<file path="src/rtl/cdc_pkg.sv">
// Shared types and constants for the bundled-data toggle CDC blocks.
package cdc_pkg;

  typedef enum logic {RX_IDLE = 1'b0, RX_VALID = 1'b1} rx_state_t;

  localparam int SYNC_STAGES_MIN = 2;

  // Clamp a requested synchronizer depth to the minimum safe depth.
  function automatic int sync_depth(input int n);
    return (n < SYNC_STAGES_MIN) ? SYNC_STAGES_MIN : n;
  endfunction

endpackage

</file>
<file path="src/rtl/sync_ff_chain.sv">
// 1-bit async-reset synchronizer chain; q is the last stage.
module sync_ff_chain #(
  parameter int STAGES = 2
) (
  input  logic clk,
  input  logic rst_n,
  input  logic d,
  output logic q
);

  logic [STAGES-1:0] sr;

  always_ff @(posedge clk or negedge rst_n) begin
    if (!rst_n) sr <= '0;
    else        sr <= {sr[STAGES-2:0], d};
  end

  assign q = sr[STAGES-1];

endmodule

</file>
<file path="src/rtl/cdc_handshake_rx.sv">
// Destination side of a toggle request/ack CDC handshake with a valid/ready output.
module cdc_handshake_rx
  import cdc_pkg::*;
#(
  parameter int WIDTH       = 8,
  parameter int SYNC_STAGES = 2,
  parameter int CNT_W       = 8
) (
  input  logic             clk,
  input  logic             rst_n,
  input  logic             ena,
  input  logic             req_tgl_a,
  input  logic [WIDTH-1:0] data_a,
  output logic             ack_tgl_a,
  output logic [WIDTH-1:0] out_data,
  output logic             out_valid,
  input  logic             out_ready,
  output logic             busy,
  output logic             overrun,
  input  logic             clr_overrun,
  output logic [CNT_W-1:0] xfer_cnt
);

  localparam int STAGES = sync_depth(SYNC_STAGES);

  rx_state_t state, state_nxt;
  logic      req_s, req_seen, evt;
  logic      capture, accept;

  sync_ff_chain #(.STAGES(STAGES)) u_req_sync (
    .clk   (clk),
    .rst_n (rst_n),
    .d     (req_tgl_a),
    .q     (req_s)
  );

  assign evt     = req_s ^ req_seen;
  assign capture = ena && (state == RX_IDLE) && evt;
  assign accept  = ena && (state == RX_VALID) && out_valid && out_ready;

  always_ff @(posedge clk or negedge rst_n) begin
    if (!rst_n) state <= RX_IDLE;
    else        state <= state_nxt;
  end

  always_comb begin
    state_nxt = state;
    case (state)
      RX_IDLE:  if (capture) state_nxt = RX_VALID;
      RX_VALID: if (accept)  state_nxt = RX_IDLE;
      default:  state_nxt = RX_IDLE;
    endcase
  end

  always_comb begin
    busy = (state == RX_VALID);
  end

  // data_a is guaranteed stable by the source once the toggle is visible here.
  always_ff @(posedge clk or negedge rst_n) begin
    if (!rst_n) begin
      out_data  <= '0;
      out_valid <= 1'b0;
      req_seen  <= 1'b0;
      ack_tgl_a <= 1'b0;
      xfer_cnt  <= '0;
    end else begin
      if (capture) begin
        out_data  <= data_a;
        out_valid <= 1'b1;
        req_seen  <= req_s;
      end
      if (accept) begin
        out_valid <= 1'b0;
        ack_tgl_a <= ~ack_tgl_a;
        xfer_cnt  <= xfer_cnt + 1'b1;
      end
    end
  end

  // req_seen is left stale on overrun so the pending event is taken on return to IDLE.
  always_ff @(posedge clk or negedge rst_n) begin
    if (!rst_n)                             overrun <= 1'b0;
    else if (ena) begin
      if ((state == RX_VALID) && evt)       overrun <= 1'b1;
      else if (clr_overrun)                 overrun <= 1'b0;
    end
  end

endmodule

</file>
<file path="config.mk">
export PLATFORM = sky130hd
export DESIGN_NAME = cdc_handshake_rx
export DESIGN_NICKNAME = d
export VERILOG_FILES = /design/src/rtl/cdc_pkg.sv /design/src/rtl/sync_ff_chain.sv /design/src/rtl/cdc_handshake_rx.sv
export SDC_FILE = /design/constraint.sdc
export NUM_CORES = 1
export LEC_CHECK = 0
export CAP_MARGIN = 20
export CORE_ASPECT_RATIO = 0.75
export CORE_MARGIN = 3
export CORE_UTILIZATION = 47
export DETAILED_ROUTE_END_ITERATION = 16
export PLACE_DENSITY = 0.92
export SKIP_CTS_REPAIR_TIMING = 1
export SLEW_MARGIN = 15
export SYNTH_ARGS = -nofsm -noshare
export SYNTH_HDL_FRONTEND = slang
export SYNTH_SLANG_ARGS = --single-unit
</file>
<file path="constraint.sdc">
create_clock -name clk -period 3.9 [get_ports clk]
set_input_delay 0.78 -clock clk [delete_from_list [all_inputs] [get_ports clk]]
set_output_delay 0.78 -clock clk [all_outputs]
set_load 0.05 [all_outputs]
</file>
==> results.cfg <==
[status]
outcome = complete, no violations

[layout]
fin_nets = 117
synthToLayoutAreaGrowth_pct = 39.5
diodes = 0
fin_area_um2 = 1350
drive_gt1_share_pct = 18.8

[route]
wire_per_inst_um = 15.2
drt_first_iter_violations = 12
ant_nets = 0
drt-total-wl_um = 1870
vias_per_cell = 5.00
vias = 615
first_pass_iters = 6
drc = 0

[critical_path]
max_stage_delay_ps = 850
cp-end-kind = primary output
worstPathMaxFanout = 6
rr_worst_depth = 3
critical_path_arrival_ps = 1650
crit_path_start = busy
critical_path.endpoint = busy
timing.rr.end = out_data[4]
path_cells = clkdlybuf4s50_1
r2r_slack_ps = 2500
required_ps = 3120
cp.depth = 1
cp_num_buf_inv = 1
r2r-start = busy
cp_top_family = buffers and inverters
worstSetupStartpointType = flop
slowest_stage = clkdlybuf4s50_1
crit_type = flop to primary output

[die]
dieHeight_um = 45.3
core.rowCount = 13
initial_utilization_pct = 52.8
io_pins = 34
coreArea_um2 = 1840
dieWidth_um = 58.5
die-area_um2 = 2650

[place]
place.gp.congestion = 0.689
place_area_um2 = 1310
io_buffers = 33

[worst_hold_path]
hold_class = flop to flop

[synthesis]
ys_types = 19
synth-seq-cells = 23
synthTopCellsByArea = dfrtp_1 (59%), mux2_4 (12%), xnor2_1 (4.5%)
synth_top_area_share_pct = 59.4
synth_edf_count = 0
syn_area_um2 = 970
synth-async-reset-ratio_pct = 100
ys_top_cells_by_count = dfrtp_1 (23), mux2_4 (8), nand2_1 (8), xnor2_1 (5), xor2_1 (4)
yosysTopAreaCell = dfrtp_1
yosysWarnings = 0
ys.flop_type = dfrtp_1
yosys.cell_count.top_type = dfrtp_1
synth_cells = 64
syn_area_per_cell_um2 = 15.2
yosysSeqAreaShare_pct = 59.4
synth_nets = 79

[pwr]
p_per_area_nw_per_um2 = 872
p_leak_nw = 0.594
ir_worst_vdd_mv = 0.634

[global_routing]
grt_first_pass_wirelength_um = 2990
use_met1_pct = 20.8
grt_max_degree = 24
antenna_found_initial = 0
grt_use_total_pct = 16.0
grt_overflow = 0
grt-busiest-layer = met2
grtUsageMet3_pct = 6.57
grt_pass1_vias = 633
met2_usage_pct = 24.3

[clock_network]
clkLatencyLatePin_ps = 310
cts_tree = done
clockBufferDepth = 2
cts_max_level = 1
clkTransAtPathRegs_ps = 130
clock-root-buffer = clkbuf_4
cts.sinks = 23
cts_buffers = 3

[sta]
tns_ps = 0
timing.fmax_mhz = 412
worst_clock_skew_ps = 4.28
relSlewSlack_pct = 66.0
setup_violations = 0
rsz0062_at_grt = false
period_share_pct = 62.2
tightest_slew_ps = 508
final_max_slew_viol_count = 0
hold_violations = 0
finalCriticalPeriod_ps = 2430

[job]
maxCapViolCount = 0
layer usage:
metal	share of wire (%)	up-vias	wire length, um
met2	48	19	901
met3	6.2	2	116
met1	44	298	830
met5	0	-	0
li1	-	296	-
met4	0.91	0	17
flip-flops by register name, indices dropped and copies added, names as in the netlist:
register,flops
xfer_cnt,8
out_data,8
busy,1
overrun,1
ack_tgl_a,1
out_valid,1
req_seen,1
u_req_sync.sr,2
how the worst min path moves through the flow:
stage,startpoint,to,slack [ps],cells past startpoint
2_1_floorplan,u_req_sync.sr[0],u_req_sync.sr[1],330,0
3_3_place_gp,u_req_sync.sr[0],u_req_sync.sr[1],330,0
6_report,u_req_sync.sr[0],u_req_sync.sr[1],380,0
4_1_cts,u_req_sync.sr[0],u_req_sync.sr[1],390,0
3_5_place_dp,u_req_sync.sr[0],u_req_sync.sr[1],340,0
5_1_grt,u_req_sync.sr[0],u_req_sync.sr[1],400,0
cells by family (layout without fill, tap and decap cells):
| logic type | after synthesis | count (layout) | share of synthesized area, % |
|---|---|---|---|
| flops | 23 | 23 | 59.4 |
| simple gates | 18 | 18 | 12.9 |
| xor+xnor | 9 | 9 | 8.13 |
| mux | 9 | 9 | 13.5 |
| compound gates | 3 | 3 | 2.71 |
| fa+ha+maj | 1 | 1 | 1.29 |
| buf+inv | 1 | 38 | 2.06 |
through the flow:
stage	instances	power (W)	hold WS [ps]	util, %	setup slack [ps]
after floorplan	64	0.000862	331	-	2260
after global placement	118	0.00106	332	71.1	1640
after detailed placement	118	0.00107	336	71.1	1550
after CTS	122	0.00119	391	72.8	1460
after global routing	123	0.00123	405	73.6	1390
final	123	0.00118	383	73.6	1470
cells in the final DEF (no fill, tap or decap):
cell type | netlist | final
a21o_2 | 1 | 1
a32o_1 | 1 | 1
and2_4 | 1 | 1
and4_2 | 1 | 1
buf_8 | 0 | 1
clkbuf_4 | 0 | 3
clkdlybuf4s50_1 | 0 | 33
clkinvlp_4 | 0 | 1
dfrtp_1 | 23 | 23
ha_1 | 1 | 1
mux2_2 | 1 | 1
mux2_4 | 8 | 8
nand2_1 | 8 | 8
nand3_1 | 1 | 1
nand4_1 | 2 | 2
nand4_4 | 1 | 1
nor2b_1 | 1 | 1
nor3_1 | 2 | 2
nor4_4 | 1 | 1
o21a_1 | 1 | 1
xnor2_1 | 5 | 5
xor2_1 | 4 | 4
power breakdown:
group          switching, W  internal, W  leakage (nW)
clock network     0.0000717    0.0000392        0.0139
logic              0.000397     0.000264         0.297
registers         0.0000789     0.000327         0.283
cell type report:
cell class	count	area (um^2)
Fill cell	121	485
Clock inverter	1	7.51
Multi-Input combinational cell	40	374
Sequential cell	23	576
Timing Repair Buffer	34	345
Clock buffer	3	22.5
Tap cell	22	27.5
No activity file was read; power rests on OpenSTA's default activity.
